==> src/rtl/pc_seq_pkg.sv <==
// Shared types and defaults for the program-counter sequencer.
package pc_seq_pkg;

    // Default address width when the instantiating core does not override it.
    localparam int ARG_WIDTH = 8;

    // One action per enabled edge, resolved by priority ret > call > jump > increment.
    typedef enum logic [1:0] {
        ACT_INC  = 2'd0,
        ACT_JUMP = 2'd1,
        ACT_CALL = 2'd2,
        ACT_RET  = 2'd3
    } pc_act_e;

endpackage

==> src/rtl/pc_stack.sv <==
// Return-address LIFO: register array plus fill pointer; reset clears only the pointer.
module pc_stack
    import pc_seq_pkg::*;
#(
    parameter int ADDR_WIDTH  = ARG_WIDTH,
    parameter int STACK_DEPTH = 8
) (
    input  logic                           CLK,
    input  logic                           RST_N,
    input  logic                           push,
    input  logic                           pop,
    input  logic [ADDR_WIDTH-1:0]          push_data,
    output logic [ADDR_WIDTH-1:0]          top,
    output logic [$clog2(STACK_DEPTH):0]   count,
    output logic                           full,
    output logic                           empty
);

    localparam int PW = $clog2(STACK_DEPTH);
    localparam int CW = PW + 1;

    logic [ADDR_WIDTH-1:0] mem_q [STACK_DEPTH];
    logic [ADDR_WIDTH-1:0] mem_d [STACK_DEPTH];
    logic [CW-1:0]         count_q;
    logic [CW-1:0]         count_d;
    logic [PW-1:0]         wr_idx;
    logic [PW-1:0]         rd_idx;

    // The pointer's low bits address the next free slot; the top entry sits one below.
    // At count == STACK_DEPTH the low bits wrap to 0, so rd_idx still lands on the last slot.
    assign wr_idx = count_q[PW-1:0];
    assign rd_idx = wr_idx - PW'(1);

    assign top   = mem_q[rd_idx];
    assign count = count_q;
    assign full  = (count_q == CW'(STACK_DEPTH));
    assign empty = (count_q == '0);

    // Next-state for pointer and array; guards keep the LIFO consistent even if misdriven.
    always_comb begin
        mem_d   = mem_q;
        count_d = count_q;
        if (push && !full) begin
            mem_d[wr_idx] = push_data;
            count_d       = count_q + CW'(1);
        end else if (pop && !empty) begin
            count_d = count_q - CW'(1);
        end
    end

    // Entry storage carries no reset; stale contents are unreachable once the pointer clears.
    always_ff @(posedge CLK) begin
        mem_q <= mem_d;
    end

    // Fill pointer with asynchronous clear.
    always_ff @(posedge CLK or negedge RST_N) begin
        if (!RST_N) begin
            count_q <= '0;
        end else begin
            count_q <= count_d;
        end
    end

endmodule

==> src/rtl/pc_seq.sv <==
// Program-counter sequencer: stall, reset vector, jump, and call/return via pc_stack.
module pc_seq
    import pc_seq_pkg::*;
#(
    parameter int                    ADDR_WIDTH  = ARG_WIDTH,
    parameter logic [ADDR_WIDTH-1:0] RESET_ADDR  = '0,
    parameter int                    STACK_DEPTH = 8
) (
    input  logic                  CLK,
    input  logic                  RST_N,
    input  logic                  en,
    input  logic                  jump,
    input  logic                  call,
    input  logic                  ret,
    input  logic [ADDR_WIDTH-1:0] target_addr,
    output logic [ADDR_WIDTH-1:0] counter,
    output logic                  stack_empty,
    output logic                  stack_full,
    output logic                  stack_err
);

    localparam int CW = $clog2(STACK_DEPTH) + 1;

    logic [ADDR_WIDTH-1:0] counter_q;
    logic [ADDR_WIDTH-1:0] counter_d;
    logic                  err_q;
    logic                  err_d;
    logic                  push;
    logic                  pop;
    logic [ADDR_WIDTH-1:0] push_data;
    logic [ADDR_WIDTH-1:0] stk_top;
    logic [CW-1:0]         stk_count;
    logic                  stk_full;
    logic                  stk_empty;
    logic                  can_push;
    logic                  can_pop;
    pc_act_e               act;

    pc_stack #(
        .ADDR_WIDTH  (ADDR_WIDTH),
        .STACK_DEPTH (STACK_DEPTH)
    ) u_stack (
        .CLK       (CLK),
        .RST_N     (RST_N),
        .push      (push),
        .pop       (pop),
        .push_data (push_data),
        .top       (stk_top),
        .count     (stk_count),
        .full      (stk_full),
        .empty     (stk_empty)
    );

    // Return address is the instruction after the call; wraps naturally at the top of the space.
    assign push_data = counter_q + ADDR_WIDTH'(1);
    assign can_push  = (stk_count != CW'(STACK_DEPTH));
    assign can_pop   = (stk_count != '0);

    assign counter     = counter_q;
    assign stack_empty = stk_empty;
    assign stack_full  = stk_full;
    assign stack_err   = err_q;

    // Priority decode; losing requests in the same cycle are simply dropped.
    always_comb begin
        act = ACT_INC;
        if (ret) begin
            act = ACT_RET;
        end else if (call) begin
            act = ACT_CALL;
        end else if (jump) begin
            act = ACT_JUMP;
        end
    end

    // Next counter, stack strobes and sticky error; a stalled cycle changes nothing.
    always_comb begin
        counter_d = counter_q;
        err_d     = err_q;
        push      = 1'b0;
        pop       = 1'b0;
        if (en) begin
            unique case (act)
                ACT_RET: begin
                    if (can_pop) begin
                        counter_d = stk_top;
                        pop       = 1'b1;
                    end else begin
                        counter_d = counter_q + ADDR_WIDTH'(1);
                        err_d     = 1'b1;
                    end
                end
                ACT_CALL: begin
                    counter_d = target_addr;
                    if (can_push) begin
                        push = 1'b1;
                    end else begin
                        err_d = 1'b1;
                    end
                end
                ACT_JUMP: counter_d = target_addr;
                default:  counter_d = counter_q + ADDR_WIDTH'(1);
            endcase
        end
    end

    // Counter and sticky error registers.
    always_ff @(posedge CLK or negedge RST_N) begin
        if (!RST_N) begin
            counter_q <= RESET_ADDR;
            err_q     <= 1'b0;
        end else begin
            counter_q <= counter_d;
            err_q     <= err_d;
        end
    end

endmodule
==> config.mk <==
export PLATFORM = sky130hd
export DESIGN_NAME = pc_seq
export DESIGN_NICKNAME = d
export VERILOG_FILES = /design/src/rtl/pc_seq_pkg.sv /design/src/rtl/pc_stack.sv /design/src/rtl/pc_seq.sv
export SDC_FILE = /design/constraint.sdc
export NUM_CORES = 1
export LEC_CHECK = 0
export ABC_CLOCK_PERIOD_IN_PS = 5270
export CORE_MARGIN = 2
export CORE_UTILIZATION = 63
export CTS_CLUSTER_SIZE = 24
export DETAILED_ROUTE_END_ITERATION = 10
export PLACE_DENSITY = 0.85
export SETUP_SLACK_MARGIN = 0.1
export SLEW_MARGIN = 20
export SYNTH_ARGS = -nofsm -noshare
export SYNTH_HDL_FRONTEND = slang
export SYNTH_SLANG_ARGS = --single-unit
==> constraint.sdc <==
create_clock -name CLK -period 5.27 [get_ports CLK]
set_clock_uncertainty 0.05 [all_clocks]
set_input_delay 0.527 -clock CLK [delete_from_list [all_inputs] [get_ports CLK]]
set_output_delay 0.527 -clock CLK [all_outputs]
set_load 0.01 [all_outputs]
==> results of run 1 <==
[worst register-to-register path, delay by kind of cell (launching register included)]
| kind | cells | cell delay [ps] |
|---|---|---|
| AO/OA/AOI/OAI | 1 | 120 |
| buffers and inverters | 2 | 510 |
| flip-flops | 1 | 330 |
| XOR/XNOR | 1 | 700 |
| adder cells (fa/ha/maj) | 1 | 340 |
| multiplexers | 2 | 900 |
[metal layers]
| layer | routed length, um | vias to the layer above | part of all wire | track usage |
|---|---|---|---|---|
| met4 | 63 | 0 | 0.0093 | 0.100 |
| met5 | 0 | - | 0 | 0 |
| li1 | - | 991 | - | - |
| met2 | 3110 | 88 | 0.46 | 0.360 |
| met1 | 3070 | 1054 | 0.45 | 0.346 |
| met3 | 534 | 4 | 0.079 | 0.0543 |
[cells in the mapped netlist (all sizes together) (2+ instances only)]
master	count	area, um2
edfxtp	64	1920
inv	14	52.6
nor2	14	52.6
dfrtp	13	325
mux4	13	304
nand2	12	45.0
nand3	11	55.1
o21ai	11	55.1
ha	7	87.6
mux2i	7	70.1
xnor2	7	61.3
buf	6	47.5
a21oi	5	25.0
o211ai	4	30.0
xor2	4	42.6
a221o	3	30.0
mux2	3	33.8
nand2b	3	18.8
nand4	3	18.8
or2	3	18.8
a2111oi	2	23.8
a211o	2	17.5
clkbuf	2	7.51
nand3b	2	15.0
nor2b	2	12.5
nor3	2	10.0
nor3b	2	20.0
o22ai	2	12.5
[how the worst max path moves through the flow]
| stage | start | end |
|---|---|---|
| final | u_stack.count[0]$_DFFE_PN0P_ | stack_empty |
| after global routing | u_stack.count[0]$_DFFE_PN0P_ | stack_empty |
| after detailed placement | call | u_stack.mem_q[59]$_DFFE_PP_ |
| after CTS | u_stack.count[0]$_DFFE_PN0P_ | stack_empty |
| after global placement | call | u_stack.mem_q[51]$_DFFE_PP_ |
| after floorplan | u_stack.count[0]$_DFFE_PN0P_ | u_stack.count[3]$_DFFE_PN0P_ |
[logic make-up (layout without fill, tap and decap cells)]
logic type	count (synthesis)	after routing	share of synthesized area
DFF	77	77	0.626
buffers and inverters	22	55	0.0300
adders and majority gates	8	8	0.0300
AOI/OAI and AO/OA	39	39	0.0798
muxes	23	23	0.114
and+or+nand+nor	62	62	0.0923
xor gates and xnor gates	11	11	0.0289
[per-stage QoR]
stage,instance area [um2],power (mW),hold slack [ps]
6_report,4090,2.30,422
5_1_grt,4090,2.43,451
4_1_cts,4080,2.30,431
3_5_place_dp,3880,1.85,414
3_3_place_gp,3870,1.83,405
2_1_floorplan,3590,1.61,181
[layout make-up]
type,count,area [um2],area share
Sequential cell,77,2250,0.550
Timing Repair Buffer,25,248,0.0606
Clock inverter,4,47.5,0.0116
Inverter,14,52.6,0.0129
Clock buffer,12,155,0.0380
Multi-Input combinational cell,143,1250,0.305
Tap cell,72,90.1,0.0220
[registers in the layout, summed over array words and instances, names as in the netlist]
register,flops
u_stack.count,4
counter,8
stack_err,1
u_stack.mem_q,64
[power by group]
part,switching [mW],total [mW],internal (mW)
clock network,0.203,0.447,0.243
logic,0.511,0.923,0.412
registers,0.0920,0.930,0.838
total,0.807,2.30,1.49
==> flow_metrics.env, run 1 <==
export IMPL_status="completed"
export IMPL_grt_first_pass_wirelength_mm=10.9
export IMPL_die_area_mm2=0.00632
export IMPL_layout_commonest_cell="edfxtp_1"
export IMPL_grt_pass1_vias=2072
export IMPL_syn_cell_area_mm2=0.00359
export IMPL_r2r_end="counter[6]$_DFFE_PN0P_"
export IMPL_synthArstFlopShare=0.169
export IMPL_drt_wirelength_per_cell_um=19.5
export IMPL_grt_max_degree=23
export IMPL_cp_start_kind="flip-flop"
export IMPL_via_count=2137
export IMPL_max_freq_mhz=322
export IMPL_worst_path_stages=5
export IMPL_syn_num_nets=264
export IMPL_antenna_left=0
export IMPL_ys_seq_area_frac=0.626
export IMPL_drc_errors=0
export IMPL_synthCells=242
export IMPL_ir_worst_vdd_v=0.000316
export IMPL_hp_start="stack_err$_DFFE_PN0P_"
export IMPL_rsz0062_at_grt="no"
export IMPL_ys_ff_latch=77
export IMPL_hold_viol=0
export IMPL_cp_num_buf_inv=3
export IMPL_via_per_inst=6.16
export IMPL_netlist_cell_type_count=54
export IMPL_drv_slew=0
export IMPL_finalSetupTns_ps=0
export IMPL_grt_use_total=0.241
export IMPL_synthFlopType="edfxtp_1"
export IMPL_p_leak_nw=1.43
export IMPL_firstDrtPassIters=4
export IMPL_die_w_um=79.5
export IMPL_cp_top_family="buffers and inverters"
export IMPL_clk_pin_slew_ps=80
export IMPL_worstPathRequired_ps=4690
export IMPL_drt_initial_drc_count=238
export IMPL_syn_area_per_cell_um2=14.8
export IMPL_cts_inserted_buffers=9
export IMPL_core_mm2=0.00551
export IMPL_cts_tree="built"
export IMPL_grt_overflow=0
export IMPL_cts_repair_resize_count=0
export IMPL_critPathMaxStageDelay_ps=610
export IMPL_grt_antenna_before_repair=0
export IMPL_clock_path_buffers=2
export IMPL_yosys_warnings=0
export IMPL_syn_to_final_growth_pct=13.8
export IMPL_drv_cap=0
export IMPL_finalSetupViolCount=0
export IMPL_reg2reg_depth=7
export IMPL_end_kind="primary output"
export IMPL_post_cts_setup_buffer_count=0
export IMPL_r2r_setup_slack_ps=2210
export IMPL_power_density_mw_per_mm2=563
export IMPL_final_cell_mix="edfxtp_1, clkdlybuf4s50_1, inv_1, nor2_1, dfrtp_1"
export IMPL_final_layout_size_suffix_gt1_frac=0.149
export IMPL_initial_utilization=0.652
export IMPL_whs_path_depth=1
export IMPL_dp_cells=331
export IMPL_hpwlAfterDp_mm=4.46
export IMPL_nets=292
export IMPL_routabilityCongestion=0.806
export IMPL_n_antenna_cell=0
export IMPL_critical_path_slowest_cell="clkdlybuf4s50_1"
export IMPL_synth_edf_count=64
export IMPL_fin_ws_ps=2170
export IMPL_worst_slew_pin_slew_ps=979
export IMPL_utilization=0.742
export IMPL_fillers=332
export IMPL_pin_count=25
export IMPL_root_buffer="clkbuf_8"
export IMPL_hold_path_endpoint="stack_err$_DFFE_PN0P_"
export IMPL_cp_arrival_ps=2530
export IMPL_cts_sinks=77
export IMPL_layoutNonFillerInstCount=347
export IMPL_period_minus_slack_ps=3100
export IMPL_rows=27
export IMPL_crit_chain="buf_4, inv_1, ha_1, nor3b_2, clkdlybuf4s50_1"
export IMPL_hp_class="flip-flop to flip-flop"
export IMPL_r2r_start="u_stack.count[0]$_DFFE_PN0P_"
export IMPL_period_share=0.589
export IMPL_insertion_delay_ps=340
export IMPL_routed_wl_mm=6.78
export IMPL_pre_cts_slack_ps=2050
export IMPL_die_h_um=79.5
export IMPL_postCtsHoldBufs=0
export IMPL_critical_path_max_fanout=19
export IMPL_critical_path_class="flip-flop to primary output"
export IMPL_htreeDepth=3
export IMPL_io_buffers=24
export IMPL_relSlewSlack=0.345
(Power assumes the default switching activity.)
==> inputs of run 2 (changes only) <==
ABC_CLOCK_PERIOD_IN_PS = 3200   (was 5270)
CORE_UTILIZATION = 58   (was 63)
PLACE_DENSITY = 0.79   (was 0.85)
clock period = 3.2 ns   (was 5.27 ns; I/O delays follow)
==> flow_metrics.env, run 2 (synthesis results as in run 1) <==
export IMPL_status="completed"
export IMPL_initial_utilization=0.603
export IMPL_cp_top_family="multiplexers"
export IMPL_hp_class="input port to async pin"
export IMPL_critical_path_slowest_cell="mux4_1"
export IMPL_root_buffer="clkbuf_8"
export IMPL_worst_slew_pin_slew_ps=714
export IMPL_regMostFlops="u_stack.mem_q"
export IMPL_hold_viol=0
export IMPL_r2r_setup_slack_ps=500
export IMPL_via_per_inst=6.11
export IMPL_hpwlAfterDp_mm=4.86
export IMPL_drc_errors=0
export IMPL_hold_ws_ps=324
export IMPL_grt_max_degree=22
export IMPL_htreeDepth=3
export IMPL_die_h_um=82.7
export IMPL_period_minus_slack_ps=2700
export IMPL_rows=28
export IMPL_grt_first_pass_wirelength_mm=11.4
export IMPL_via_count=2204
export IMPL_comb_power_share=0.417
export IMPL_n_antenna_cell=0
export IMPL_finalSetupTns_ps=0
export IMPL_grt_antenna_before_repair=0
export IMPL_postCtsHoldBufs=0
export IMPL_ir_worst_vdd_v=0.000434
export IMPL_drt_initial_drc_count=275
export IMPL_end_kind="flip-flop"
export IMPL_die_area_mm2=0.00684
export IMPL_io_buffers=24
export IMPL_syn_to_final_growth_pct=15.2
export IMPL_insertion_delay_ps=350
export IMPL_multiInputGateArea_mm2=0.00124
export IMPL_clock_path_buffers=2
export IMPL_cp_num_buf_inv=1
export IMPL_critical_path_max_fanout=9
export IMPL_nets=303
export IMPL_fin_ws_ps=502
export IMPL_final_layout_size_suffix_gt1_frac=0.171
export IMPL_final_cell_mix="edfxtp_1, clkdlybuf4s50_1, inv_1, nor2_1, dfrtp_1"
export IMPL_drv_slew=0
export IMPL_critPathMaxStageDelay_ps=640
export IMPL_clockPowerShare=0.174
export IMPL_power_frac_seq=0.409
export IMPL_cp_arrival_ps=2870
export IMPL_layout_commonest_cell="edfxtp_1"
export IMPL_fillers=417
export IMPL_drt_wirelength_per_cell_um=20.4
export IMPL_die_w_um=82.7
export IMPL_cts_inserted_buffers=9
export IMPL_cts_tree="built"
export IMPL_cts_sinks=77
export IMPL_period_share=0.843
export IMPL_rsz0062_at_grt="no"
export IMPL_grt_use_total=0.239
export IMPL_routabilityCongestion=0.787
export IMPL_firstDrtPassIters=4
export IMPL_p_switching_mw=1.37
export IMPL_cp_start_kind="flip-flop"
export IMPL_pre_cts_slack_ps=317
export IMPL_p_sw_frac=0.365
export IMPL_p_leak_nw=1.47
export IMPL_finalSetupViolCount=0
export IMPL_cts_repair_resize_count=0
export IMPL_power_density_mw_per_mm2=904
export IMPL_largest_reg_flops=64
export IMPL_antenna_left=0
export IMPL_pin_count=25
export IMPL_drv_cap=0
export IMPL_crit_chain="inv_1, ha_1, xor2_2, mux4_1, mux2i_1, o221ai_2"
export IMPL_grt_pass1_vias=2200
export IMPL_post_cts_setup_buffer_count=0
export IMPL_critical_path_class="flip-flop to flip-flop"
export IMPL_core_mm2=0.00596
export IMPL_grt_overflow=0
export IMPL_power_internal_mw=2.37
export IMPL_routed_wl_mm=7.38
export IMPL_relSlewSlack=0.521
export IMPL_seqCellArea_mm2=0.00225
export IMPL_max_freq_mhz=371
export IMPL_worstPathRequired_ps=3370
export IMPL_clk_pin_slew_ps=90
-- run 2: stage by stage --
step | cells | total power [mW] | instance area (um2) | util
after global placement | 345 | 3.05 | 3960 | 0.665
after floorplan | 242 | 2.65 | 3590 | -
after detailed placement | 345 | 3.10 | 3960 | 0.665
after CTS | 361 | 3.76 | 4140 | 0.695
after global routing | 361 | 3.96 | 4140 | 0.695
final | 361 | 3.74 | 4140 | 0.695
-- run 2: power by group through the flow --
stage / registers (mW) / logic (mW) / clock network (mW)
after floorplan: 1.52 / 1.13 / 0
after global placement: 1.54 / 1.51 / 0
after detailed placement: 1.55 / 1.55 / 0
after CTS: 1.53 / 1.57 / 0.661
after global routing: 1.55 / 1.71 / 0.706
final: 1.53 / 1.56 / 0.649
-- run 2: worst reg2reg max path, stage by stage, from the launching register on --
cell and delay, ps:
dfrtp_1 530, inv_1 100, ha_1 290, xor2_2 590
mux4_1 650, mux2i_1 250, o221ai_2 120
-- run 2: layout make-up --
cell class,instances,area share
multi-input combinational,143,0.299
inverter,14,0.0127
sequential,77,0.543
clock inverter,6,0.0115
tap,75,0.0227
timing repair buffer,36,0.0799
clock buffer,10,0.0309
-- run 2: layer usage --
metal / vias up / wire length, um / track usage
met5: - / 0 / 0
met4: 0 / 55 / 0.102
met3: 4 / 546 / 0.0359
met2: 81 / 3590 / 0.375
met1: 1098 / 3190 / 0.338
li1: 1021 / - / -
-- run 2: worst paths after layout --
path / from / to / cells past startpoint
worst max-delay path: u_stack.count[1]$_DFFE_PN0P_ / counter[6]$_DFFE_PN0P_ / 6
max in group asynchronous: RST_N / counter[1]$_DFFE_PN0P_ / 1
worst min register to register: stack_err$_DFFE_PN0P_ / stack_err$_DFFE_PN0P_ / 1
min in group CLK: stack_err$_DFFE_PN0P_ / stack_err$_DFFE_PN0P_ / 1
worst max register to register: u_stack.count[1]$_DFFE_PN0P_ / counter[6]$_DFFE_PN0P_ / 6
worst min-delay path: RST_N / counter[2]$_DFFE_PN0P_ / 1
==> inputs of run 3 (changes only) <==
ABC_CLOCK_PERIOD_IN_PS = 2500   (was 3200)
clock period = 2.5 ns   (was 3.2 ns; I/O delays follow)
==> flow_metrics.env, run 3 (synthesis results as in run 1) <==
export IMPL_power_frac_seq=0.385
export IMPL_postCtsHoldBufs=0
export IMPL_critical_path_slowest_cell="mux4_2"
export IMPL_antenna_left=0
export IMPL_max_freq_mhz=424
export IMPL_drc_errors=0
export IMPL_grt_use_total=0.245
export IMPL_die_h_um=82.7
export IMPL_pre_cts_slack_ps=-117
export IMPL_hold_viol=0
export IMPL_worstPathRequired_ps=2680
export IMPL_hpwlAfterDp_mm=5.15
export IMPL_comb_power_share=0.434
export IMPL_cts_tree="built"
export IMPL_layoutNonFillerInstCount=370
export IMPL_clockPowerShare=0.181
export IMPL_dr_wl_met2_mm=3.57
export IMPL_pin_count=25
export IMPL_routabilityCongestion=0.804
export IMPL_grt_first_pass_wirelength_mm=11.5
export IMPL_dp_cells=354
export IMPL_reg2reg_depth=7
export IMPL_cts_inserted_buffers=9
export IMPL_grt_antenna_before_repair=0
export IMPL_p_leak_nw=1.52
export IMPL_via_per_inst=6.03
export IMPL_firstDrtPassIters=4
export IMPL_regMostFlops="u_stack.mem_q"
export IMPL_period_minus_slack_ps=2360
export IMPL_layout_commonest_cell="edfxtp_1"
export IMPL_grt_pass1_vias=2240
export IMPL_met1_length_mm=3.19
export IMPL_fin_ws_ps=141
export IMPL_insertion_delay_ps=350
export IMPL_final_layout_size_suffix_gt1_frac=0.220
export IMPL_drt_initial_drc_count=187
export IMPL_cp_start_kind="flip-flop"
export IMPL_core_mm2=0.00596
export IMPL_finalSetupViolCount=0
export IMPL_worst_slew_pin_slew_ps=812
export IMPL_power_density_mw_per_mm2=1180
export IMPL_via_count=2232
export IMPL_hp_class="input port to async pin"
export IMPL_clk_pin_slew_ps=80
export IMPL_io_buffers=24
export IMPL_p_switching_mw=1.79
export IMPL_cts_sinks=77
export IMPL_nets=312
export IMPL_end_kind="flip-flop"
export IMPL_drt_wirelength_per_cell_um=20.2
export IMPL_crit_chain="clkinvlp_4, ha_4, xor2_2, buf_4, mux4_2, mux2i_1, o221ai_2"
export IMPL_clock_path_buffers=2
export IMPL_grt_overflow=0
export IMPL_die_w_um=82.7
export IMPL_hold_ws_ps=240
export IMPL_initial_utilization=0.603
export IMPL_n_antenna_cell=0
export IMPL_drv_slew=0
export IMPL_critical_path_max_fanout=6
export IMPL_cp_arrival_ps=2540
export IMPL_dr_wl_met3_um=561
export IMPL_final_cell_mix="edfxtp_1, clkdlybuf4s50_1, buf_4"
export IMPL_routed_wl_mm=7.46
export IMPL_rows=28
export IMPL_top_layer_used="met4"
export IMPL_period_share=0.944
export IMPL_ir_worst_vdd_v=0.000629
export IMPL_grt_max_degree=22
export IMPL_critPathMaxStageDelay_ps=480
export IMPL_relSlewSlack=0.455
export IMPL_p_sw_frac=0.356
export IMPL_die_area_mm2=0.00684
export IMPL_power_internal_mw=3.24
export IMPL_largest_reg_flops=64
export IMPL_drv_cap=0
export IMPL_root_buffer="clkbuf_8"
export IMPL_syn_to_final_growth_pct=18.7
export IMPL_rsz0062_at_grt="yes"
export IMPL_htreeDepth=3
export IMPL_status="completed"
export IMPL_critical_path_class="flip-flop to flip-flop"
==> run 3: cell types whose count changed in the layout (fill, tap and decap cells not counted), sizes merged <==
cell and change:
inv -1, bufinv +1, buf +9, clkinv +1, clkinvlp -1
==> run 3: per-stage QoR <==
stage	cell area (um2)	utilization	power, mW	setup TNS [ps]
final	4270	0.716	5.03	0
after global routing	4270	0.716	5.32	0
after CTS	4270	0.716	5.04	0
after detailed placement	4080	0.684	4.13	-174
after global placement	4080	0.684	4.05	0
after floorplan	3650	-	3.47	0
==> run 3: power groups by stage <==
stage / sequential (mW) / clock (mW) / combinational (mW)
final: 1.94 / 0.909 / 2.18
after global routing: 1.96 / 0.992 / 2.37
after CTS: 1.93 / 0.924 / 2.19
after detailed placement: 1.96 / 0 / 2.17
after global placement: 1.95 / 0 / 2.09
after floorplan: 1.96 / 0 / 1.51
==> run 3: worst paths after layout <==
check	startpoint	end	slack, ps
worst max-delay path	u_stack.count[0]$_DFFE_PN0P_	counter[6]$_DFFE_PN0P_	140
worst min-delay path	RST_N	counter[4]$_DFFE_PN0P_	240
min in group CLK	stack_err$_DFFE_PN0P_	stack_err$_DFFE_PN0P_	420
max in group asynchronous	RST_N	counter[0]$_DFFE_PN0P_	1740
worst max register to register	u_stack.count[0]$_DFFE_PN0P_	counter[6]$_DFFE_PN0P_	140
worst min register to register	stack_err$_DFFE_PN0P_	stack_err$_DFFE_PN0P_	420
==> run 3: critical path, delay by kind of cell, from the launching register on <==
kind | cells | cell delay, ps
muxes | 2 | 740
DFF | 1 | 400
xor gates and xnor gates | 1 | 380
buffers and inverters | 2 | 350
adders and majority gates | 1 | 200
AOI/OAI and AO/OA | 1 | 130
==> run 3: what timing repair did <==
action                                  in CTS  in global routing
endpoints found under the hold margin        0                  0
gates resized for setup                      0                  0
endpoints found under the setup margin       0                  2
setup buffers                                0                  0
==> run 3: area by class of cell <==
class | instances | area, um2
Sequential cell | 77 | 2250
Fill cell | 400 | 1690
Multi-Input combinational cell | 143 | 1280
Timing Repair Buffer | 45 | 398
Clock buffer | 10 | 128
Tap cell | 75 | 93.8
Clock inverter | 6 | 61.3
Inverter | 14 | 56.3
==> run 3: routing by layer <==
layer / vias up / GRT usage
met4: 0 / 0.0967
li1: 1037 / -
met5: - / 0
met2: 78 / 0.395
met3: 15 / 0.0598
met1: 1102 / 0.322
